## src/rtl/fetch_pkg.sv

```systemverilog
// Shared definitions for the IF stage: PC source encodings, FSM states,
// default bubble word and a word-alignment helper.
package fetch_pkg;

    // id_if_selpctype encodings
    localparam logic [1:0] PCTYPE_BRANCH = 2'b00;
    localparam logic [1:0] PCTYPE_JUMP   = 2'b01;
    localparam logic [1:0] PCTYPE_REG    = 2'b10;
    localparam logic [1:0] PCTYPE_EXC    = 2'b11;

    // Fetch FSM states
    typedef enum logic [1:0] {
        S_IDLE  = 2'd0,
        S_FETCH = 2'd1,
        S_HOLD  = 2'd2
    } fetch_state_t;

    // sll r0,r0,0
    localparam logic [31:0] DEFAULT_NOP = 32'h0000_0000;

    // Force an address onto a word boundary
    function automatic logic [31:0] word_align(input logic [31:0] a);
        return {a[31:2], 2'b00};
    endfunction

endpackage

```

## src/rtl/fetch_pc_mux.sv

```systemverilog
// Next-PC selection: picks the redirect target by type, word-aligns it,
// then prioritises live redirect over a pending one over sequential pc+4.
module fetch_pc_mux
    import fetch_pkg::*;
#(
    parameter logic [31:0] EXC_VECTOR = 32'h8000_0180
) (
    input  logic        redirect,
    input  logic        pend,
    input  logic [1:0]  selpctype,
    input  logic [31:0] pcimd2ext,
    input  logic [31:0] pcindex,
    input  logic [31:0] rega,
    input  logic [31:0] pend_tgt,
    input  logic [31:0] pc,
    output logic [31:0] target,
    output logic [31:0] npc
);

    logic [31:0] raw_tgt;

    // Target select and npc priority
    always_comb begin
        raw_tgt = pcimd2ext;
        case (selpctype)
            PCTYPE_BRANCH: raw_tgt = pcimd2ext;
            PCTYPE_JUMP:   raw_tgt = pcindex;
            PCTYPE_REG:    raw_tgt = rega;
            PCTYPE_EXC:    raw_tgt = EXC_VECTOR;
        endcase
        target = word_align(raw_tgt);
        if (redirect)
            npc = target;
        else if (pend)
            npc = pend_tgt;
        else
            npc = pc + 32'd4;
    end

endmodule

```

## src/rtl/fetch_stage.sv

```systemverilog
// IF stage of the 5-stage MIPS pipeline: owns the PC, issues imem reads,
// feeds ID with one branch-delay slot and inserts bubbles on imem wait.
// Optional performance counters are built when FETCH_PERF_EN is defined.
module fetch_stage
    import fetch_pkg::*;
#(
    parameter logic [31:0] RESET_PC   = 32'h0000_0000,
    parameter logic [31:0] EXC_VECTOR = 32'h8000_0180,
    parameter logic [31:0] NOP_INSTR  = DEFAULT_NOP,
    parameter int          CNT_W      = 32
) (
    input  logic             clock,
    input  logic             reset,
    output logic [31:0]      imem_addr,
    output logic             imem_read,
    input  logic             imem_ready,
    input  logic [31:0]      imem_rdata,
    input  logic             if_stall,
    input  logic             id_if_selpcsource,
    input  logic [1:0]       id_if_selpctype,
    input  logic [31:0]      id_if_pcimd2ext,
    input  logic [31:0]      id_if_pcindex,
    input  logic [31:0]      id_if_rega,
    output logic [31:0]      if_id_instruc,
    output logic [31:0]      if_id_nextpc,
    output logic             if_id_valid,
    output logic [CNT_W-1:0] if_perf_bubbles,
    output logic [CNT_W-1:0] if_perf_redirects
);

    fetch_state_t state_q, state_d;
    logic [31:0]  pc_q, pc_d;
    logic         pend_q, pend_d;
    logic [31:0]  pend_tgt_q, pend_tgt_d;
    logic [31:0]  hold_buf_q, hold_buf_d;
    logic [31:0]  instruc_q, instruc_d;
    logic [31:0]  nextpc_q, nextpc_d;
    logic         valid_q, valid_d;

    logic         in_fetch, in_hold, accept, bubble, redirect_live;
    logic [31:0]  word, target, npc;

    // Handshake decode; a redirect only counts while ID holds a real instruction
    always_comb begin
        in_fetch      = (state_q == S_FETCH);
        in_hold       = (state_q == S_HOLD);
        accept        = ~if_stall & ((in_fetch & imem_ready) | in_hold);
        bubble        = in_fetch & ~imem_ready & ~if_stall;
        redirect_live = id_if_selpcsource & valid_q;
        word          = in_hold ? hold_buf_q : imem_rdata;
    end

    fetch_pc_mux #(.EXC_VECTOR(EXC_VECTOR)) u_pc_mux (
        .redirect  (redirect_live),
        .pend      (pend_q),
        .selpctype (id_if_selpctype),
        .pcimd2ext (id_if_pcimd2ext),
        .pcindex   (id_if_pcindex),
        .rega      (id_if_rega),
        .pend_tgt  (pend_tgt_q),
        .pc        (pc_q),
        .target    (target),
        .npc       (npc)
    );

    // FSM next state, PC update and IF/ID register load
    always_comb begin
        state_d    = state_q;
        pc_d       = pc_q;
        pend_d     = pend_q;
        pend_tgt_d = pend_tgt_q;
        hold_buf_d = hold_buf_q;
        instruc_d  = instruc_q;
        nextpc_d   = nextpc_q;
        valid_d    = valid_q;

        case (state_q)
            S_IDLE:  state_d = S_FETCH;
            S_FETCH: begin
                // Word arrived while ID is frozen: park it until the stall lifts
                if (imem_ready && if_stall) begin
                    state_d    = S_HOLD;
                    hold_buf_d = imem_rdata;
                end
            end
            S_HOLD:  if (!if_stall) state_d = S_FETCH;
            default: state_d = S_IDLE;
        endcase

        if (accept) begin
            instruc_d = word;
            nextpc_d  = pc_q + 32'd4;
            valid_d   = 1'b1;
            pc_d      = npc;
            pend_d    = 1'b0;
        end else begin
            // Redirect with no slot accepted yet: remember it for the slot
            if (redirect_live) begin
                pend_d     = 1'b1;
                pend_tgt_d = target;
            end
            if (bubble) begin
                instruc_d = NOP_INSTR;
                valid_d   = 1'b0;
            end
        end
    end

    // State registers
    always_ff @(posedge clock or posedge reset) begin
        if (reset) begin
            state_q    <= S_IDLE;
            pc_q       <= RESET_PC;
            pend_q     <= 1'b0;
            pend_tgt_q <= '0;
            hold_buf_q <= NOP_INSTR;
            instruc_q  <= NOP_INSTR;
            nextpc_q   <= '0;
            valid_q    <= 1'b0;
        end else begin
            state_q    <= state_d;
            pc_q       <= pc_d;
            pend_q     <= pend_d;
            pend_tgt_q <= pend_tgt_d;
            hold_buf_q <= hold_buf_d;
            instruc_q  <= instruc_d;
            nextpc_q   <= nextpc_d;
            valid_q    <= valid_d;
        end
    end

    assign imem_read     = in_fetch;
    assign imem_addr     = pc_q;
    assign if_id_instruc = instruc_q;
    assign if_id_nextpc  = nextpc_q;
    assign if_id_valid   = valid_q;

`ifdef FETCH_PERF_EN
    localparam logic [CNT_W-1:0] CNT_ONE = 1;
    logic [CNT_W-1:0] bub_q, bub_d, redir_q, redir_d;
    logic             took_tgt;

    // Saturating bubble / redirect counters
    always_comb begin
        bub_d    = bub_q;
        redir_d  = redir_q;
        took_tgt = accept & (redirect_live | pend_q);
        if (bubble && !(&bub_q))
            bub_d = bub_q + CNT_ONE;
        if (took_tgt && !(&redir_q))
            redir_d = redir_q + CNT_ONE;
    end

    // Counter registers
    always_ff @(posedge clock or posedge reset) begin
        if (reset) begin
            bub_q   <= '0;
            redir_q <= '0;
        end else begin
            bub_q   <= bub_d;
            redir_q <= redir_d;
        end
    end

    assign if_perf_bubbles   = bub_q;
    assign if_perf_redirects = redir_q;
`else
    assign if_perf_bubbles   = '0;
    assign if_perf_redirects = '0;
`endif

endmodule

```

## config.mk

```make
export PLATFORM = sky130hd
export DESIGN_NAME = fetch_stage
export DESIGN_NICKNAME = d
export VERILOG_FILES = /design/src/rtl/fetch_pkg.sv /design/src/rtl/fetch_pc_mux.sv /design/src/rtl/fetch_stage.sv
export SDC_FILE = /design/constraint.sdc
export NUM_CORES = 1
export LEC_CHECK = 0
export ABC_AREA = 1
export BUFFER_PORTS_ARGS = -buffer_cell sky130_fd_sc_hd__buf_2
export CAP_MARGIN = 20
export CORE_MARGIN = 2
export CORE_UTILIZATION = 41
export DETAILED_ROUTE_END_ITERATION = 7
export PLACE_DENSITY = 0.67
export SLEW_MARGIN = 5
export SYNTH_ARGS = -nofsm -noshare
export SYNTH_HDL_FRONTEND = slang
export SYNTH_SLANG_ARGS = --single-unit
export TNS_END_PERCENT = 100
```

## constraint.sdc

```tcl
create_clock -name clock -period 11.9 [get_ports clock]
set_input_delay 2.38 -clock clock [delete_from_list [all_inputs] [get_ports clock]]
set_output_delay 2.38 -clock clock [all_outputs]
set_load 0.02 [all_outputs]
```

==> key figures, run 1 <==
Routing
  – Vias: 7789
  – Pre-antenna DRT Iters: 6
  – Avg WL per Cell: 14.34 um
  – Post-DRT Antenna Nets: 0
  – Routed wire length: 23460 um
  – 1st-iter DRT viols: 458
  – Vias/cell: 4.761
  – Drt drc: 0

Clocking
  – H-Tree Depth: 4
  – # clock sinks: around 160
  – CTS Buf Count: 17
  – CTS Hold Bufs: 0
  – Clk_lat worst skew: 430 ps
  – CTS max path bufs: 2
  – Worst-path clk slew: roughly 60 ps
  – CTS tree: done
  – Root Buffer Master: clkbuf_16
  – Postcts setup bufs: 0
  – Gates resized, CTS repair: 0

Worst setup path
  – Worst path top cell family by delay: buffers and inverters
  – Worst Setup Path Type: in2reg
  – CP Max Fanout: 27
  – Slowest Stage Delay on Critical Path: 740 ps
  – Crit path DAT: about 4100 ps
  – Most common cell on crit path: nand2_1
  – Crit. End Element: flip-flop
  – CP required: between 10000 and 15000 ps
  – Critical Path Slowest Stage Cell: clkinv_1
  – Crit path buf inv count: 3
  – CP Launch Type: input port
  – Crit path cell chain: buf_2, inv_1, nand2_1, clkinv_1, nand2_1, nand3_1, a21oi_1, a22oi_1

Synth
  – Ys Warns: 0
  – Post-Synthesis Cell Area: 8632 um2
  – Synth top area cells: dfrtp_1, nand2_1, buf_4, inv_1, o21ai_0
  – Top cell type's share of synthesized area: 45.80%
  – Distinct cells, synth: 30
  – Yosys top cell by area: dfrtp_1
  – Yosys reg bits: 158
  – Register area share after synthesis: 45.80%
  – Instance count of the mapped netlist: 1157
  – Syn avg cell area: 7.461 um2

Final layout
  – Final non-filler cell total: 1636
  – Diodes inserted: 0
  – Final net count: ~1500
  – Share of cells above drive strength 1: 20.65%
  – Layout Area Growth over Synthesis: 19.32%

Run
  – Max-cap violation count: 0

STA
  – FMAX: 258.8 MHz
  – Tcrit/Tclk final: between 30% and 40%
  – Endpoints failing hold: 0
  – Count of pins over their slew limit: 0
  – RSZ-0062 raised after global routing: no
  – Worst-margin pin slew: 1006 ps
  – Relative slew slack: 32.70%
  – Minimum clock period: between 3000 and 4000 ps
  – Count of final setup violators: 0
  – Setup TNS: 0 ps
  – Final Skew: between 10 and 15 ps
  – Hold WS: 473.2 ps
  – Post-route setup slack: 8037 ps

Global routing
  – First-pass GRT wire length: 36890 um
  – GRT Overall Usage: 21.06%
  – Congestion Overflow GR: 0
  – Largest net degree at the start of global routing: 84
  – Initial antenna violation count: 0
  – Vias in the first global route: 7079

Power
  – Leak: 0.005382 uW
  – Power per Cell Area: 258.4 nW/um2
  – Worst vdd ir: 0.1510 mV
  – Total power: around 2700 uW

Floorplanning
  – Rows: 53
  – I/O Pins: approximately 300
  – DIE AREA: between 20000 and 25000 um2
  – Starting Density: 41.46%
  – Die width: ~150 um
  – Die Span Y: 149.1 um
  – Core Area: approximately 21000 um2

Placed design
  – GP Congestion: 0.8449
  – PortBufs: between 200 and 250
  – Setup Slack @ Placement: 7524 ps
  – DP Wirelength: 16230 um
  – Dpl cells: 1602

Outcome
  – Status: finished clean

Hold path
  – Min-Delay Path Class: reg2reg
flip-flops by register name (all words and copies together) (netlist names):
name / count
hold_buf_q: 32
pend_tgt_q: 30
if_id_instruc: 32
if_id_nextpc: 30
pend_q: 1
imem_addr: 30
if_id_valid: 1
state_q: 2
cells by family after synthesis:
| logic type | share of synthesized area, % |
|---|---|
| other cells | 0.04344 |
| fa+ha+maj | 0.1449 |
| flops | 45.80 |
| compound gates | 16.42 |
| xor+xnor | 0.7103 |
| simple gates | 21.71 |
| buf+inv | 15.16 |
stage by stage:
step	cell area, um2	util, %
6_report	10300	49.47
5_1_grt	10300	49.47
4_1_cts	10250	49.24
3_5_place_dp	9622	46.21
3_3_place_gp	9622	46.21
2_1_floorplan	8884	-
path summary, 6_finish.rpt:
check	start	end	slack (ps)	cells after the start
worst max register to register	state_q[1]$_DFFE_PP0P_	pend_tgt_q[21]$_DFFE_PP0P_	9450	7
worst min register to register	if_id_nextpc[8]$_DFFE_PP0P_	if_id_nextpc[8]$_DFFE_PP0P_	470	2
worst min-delay path	if_id_nextpc[8]$_DFFE_PP0P_	if_id_nextpc[8]$_DFFE_PP0P_	470	2
min in group asynchronous	reset	if_id_nextpc[7]$_DFFE_PP0P_	2070	2
max in group asynchronous	reset	if_id_instruc[0]$_DFFE_PP0P_	8710	4
worst max-delay path	id_if_selpctype[1]	imem_addr[11]$_DFFE_PP0P_	8040	8
final cells by class:
| type | count | area, um2 |
|---|---|---|
| clock buffers | 19 | 442.9 |
| clock inverters | 13 | 187.7 |
| fillers | 2100 | 10520 |
| inverters | 140 | 533.0 |
| multi-input cells | 801 | 3635 |
| flip-flops and latches | 158 | 3954 |
| well taps | 275 | 344.1 |
| repair buffers | 230 | 1204 |
synth_stat cells, drive strengths merged:
cell / n
nand2: 308
dfrtp: 158
inv: 138
o21ai: 117
buf: 107
nor2: 88
a21oi: 75
nand3: 63
o22ai: 36
a31oi: 22
clkbuf: 18
a22oi: 11
xor2: 4
and2: 3
xnor2: 3
clkinv: 2
a211oi: 1
conb: 1
ha: 1
or2: 1
report_power, final:
part,switching [uW],total (uW),leakage (uW),internal (uW)
Clock,227,585,0.000300,358
Combinational,753,1120,0.00317,370
Sequential,172,954,0.00191,782
layout by cell type (no fill, tap or decap), drive strengths merged, types with 4 or more instances in the layout:
master  instances
a31oi          22
dfrtp         158
xor2            4
bufinv          4
nand2         308
buf           230
clkbuf         19
a22oi          11
inv           140
conb           68
a21oi          75
nor2           88
clkinv          6
o21ai         117
nand3          63
o22ai          36
tightest hold or removal path: stages (launching register included):
cell and delay [ps]:
dfrtp_1 340, nand2_1 50, nand2_1 60
metal layers:
layer | routed length (um) | vias up | GRT usage [%]
met1 | 10220 | 3522 | 27.61
met2 | 10820 | 265 | 33.59
met4 | 595 | 0 | 6.571
li1 | - | 3974 | -
met5 | 0 | - | 0
met3 | 1823 | 28 | 6.361
(Power assumes the default switching activity.)
==> inputs of run 2 (changes only) <==
- clock period: 11.9 -> 3.57 ns (I/O delays scaled with it)
==> run 2 against run 1 <==
Against the previous run:
- global-route usage up 0.51 points
- wire length rose by 0.46%
- combinational power grew to 3.3 times the previous value
- die area is the same
- total power rose to 3.3 times the previous value
- final cell count is 0.31% higher
- clock skew down 1.5 ps
- setup slack worse by 6600 ps
- critical endpoint is now imem_read
- largest cell class unchanged
==> key figures, run 2 (synthesis gave the netlist of run 1 again) <==
Final layout
  – Layout Area Growth over Synthesis: 19.24%
  – Final non-filler cell total: 1641
  – Commonest cells after routing, fill and taps aside: nand2_1, buf_2, dfrtp_1
  – Fillers: approximately 2100
  – Share of cells above drive strength 1: 21.01%
  – Diodes inserted: 0
  – Most common cell after layout, fill and taps aside: nand2_1
  – Final net count: about 1500
  – Post-layout util: 49.43%

Worst setup path
  – CP Max Fanout: 4
  – CP required: 2860 ps
  – Crit path DAT: ~1400 ps
  – Critical Path Slowest Stage Cell: dfrtp_1
  – CP Launch Type: flip-flop
  – Worst Setup SP: state_q[1]$_DFFE_PP0P_
  – Crit path cell chain: or2_1, inv_1, buf_2
  – Worst Setup Path Type: reg2out
  – Slowest Stage Delay on Critical Path: 390 ps
  – Crit. End Element: output pin
  – Worst r2r src: imem_addr[2]$_DFFE_PP0P_

STA
  – Worst-margin pin slew: 1031 ps
  – Relative slew slack: 30.99%
  – Minimum clock period: 2094 ps
  – Final Skew: 11.22 ps
  – Hold WS: 433.9 ps
  – Endpoints failing hold: 0
  – Setup TNS: 0 ps
  – Count of pins over their slew limit: 0
  – RSZ-0062 raised after global routing: no
  – Tcrit/Tclk final: 58.65%
  – FMAX: 477.6 MHz
  – Count of final setup violators: 0

Routing
  – Post-DRT Antenna Nets: 0
  – Drt drc: 0
  – Routed wire length: 23570 um
  – Avg WL per Cell: 14.36 um
  – Pre-antenna DRT Iters: 5
  – 1st-iter DRT viols: roughly 460
  – Vias: 7834
  – Vias/cell: around 4.8

Clocking
  – CTS Buf Count: 17
  – CTS max path bufs: 2
  – CTS tree: done
  – Postcts setup bufs: 0
  – Root Buffer Master: clkbuf_16
  – CTS Hold Bufs: 0
  – # clock sinks: between 150 and 200
  – H-Tree Depth: 4
  – Worst-path clk slew: 70 ps
  – Clk_lat worst skew: between 400 and 500 ps
  – Gates resized, CTS repair: 0

Hold path
  – Min-Delay Path Class: in2async

Floorplanning
  – Die width: 149.1 um
  – Core Area: 20820 um2
  – Die Span Y: 149.1 um
  – DIE AREA: ~22000 um2
  – Rows: 53
  – Starting Density: 41.46%
  – I/O Pins: 297

Placed design
  – DP Wirelength: 16650 um
  – PortBufs: between 200 and 250
  – GP Congestion: ~0.86
  – Dpl cells: about 1600

Global routing
  – Vias in the first global route: 7267
  – Congestion Overflow GR: 0
  – Initial antenna violation count: 0
  – First-pass GRT wire length: 37740 um
  – Largest net degree at the start of global routing: around 110
  – GRT Overall Usage: 21.56%

Power
  – Leak: 0.005385 uW
  – Worst vdd ir: ~0.40 mV
  – Power per Cell Area: 852.7 nW/um2

Outcome
  – Status: finished clean

Run
  – Max-cap violation count: 0
run 2: changes by cell type in the layout (fill, tap and decap cells not counted):
cell and change:
clkbuf_8 +1, inv_6 +1, clkbuf_1 -1, clkinv_2 -2
bufinv_16 -2, buf_16 -1, buf_4 +6, clkinv_4 +3
run 2: worst paths after layout:
path,endpoint,slack (ps),depth (start not counted)
max in group asynchronous,imem_addr[11]$_DFFE_PP0P_,2600,3
worst min register to register,if_id_nextpc[4]$_DFFE_PP0P_,470,2
min in group clock,if_id_nextpc[4]$_DFFE_PP0P_,470,2
worst max register to register,imem_addr[24]$_DFFE_PP0P_,1490,10
worst min-delay path,if_id_nextpc[8]$_DFFE_PP0P_,430,3
worst max-delay path,imem_read,1480,3
run 2: through the flow:
step           instance area, um2  setup WS, ps  total power, uW
4_1_cts                     10290          1447             8834
2_1_floorplan                8887         855.1             5785
6_report                    10290          1476             8776
5_1_grt                     10290          1327             9486
3_3_place_gp                 9686          1107             6855
3_5_place_dp                 9686          1106             6935
run 2: area by class of cell:
type,instances,area (um2),area share [%]
flip-flops and latches,158,3954,38.41
multi-input cells,801,3635,35.31
repair buffers,235,1221,11.86
inverters,140,531.8,5.167
clock buffers,19,452.9,4.401
well taps,275,344.1,3.343
clock inverters,13,153.9,1.495
run 2: routing by layer:
metal  share of wire, %  vias to the layer above  wire length [um]  global-route usage [%]
met5                  0                        -                 0                       0
met1                 42                     3571              9905                   27.83
met3                8.4                       37              1969                   5.872
li1                   -                     3965                 -                       -
met4                3.0                        0               697                   8.857
met2                 47                      261             10990                   34.38
run 2: worst max-delay path, delay by kind of cell, from the launching register on:
kind / cells / cell delay, ps
flip-flops: 1 / 390
AND/OR/NAND/NOR: 1 / 290
buffers and inverters: 2 / 280
run 2: power breakdown:
part           switching, uW  internal [uW]  leakage, uW
clock network            775           1080     0.000291
registers                562           2610      0.00191
logic                   2520           1230      0.00318
total                   3860           4920      0.00539
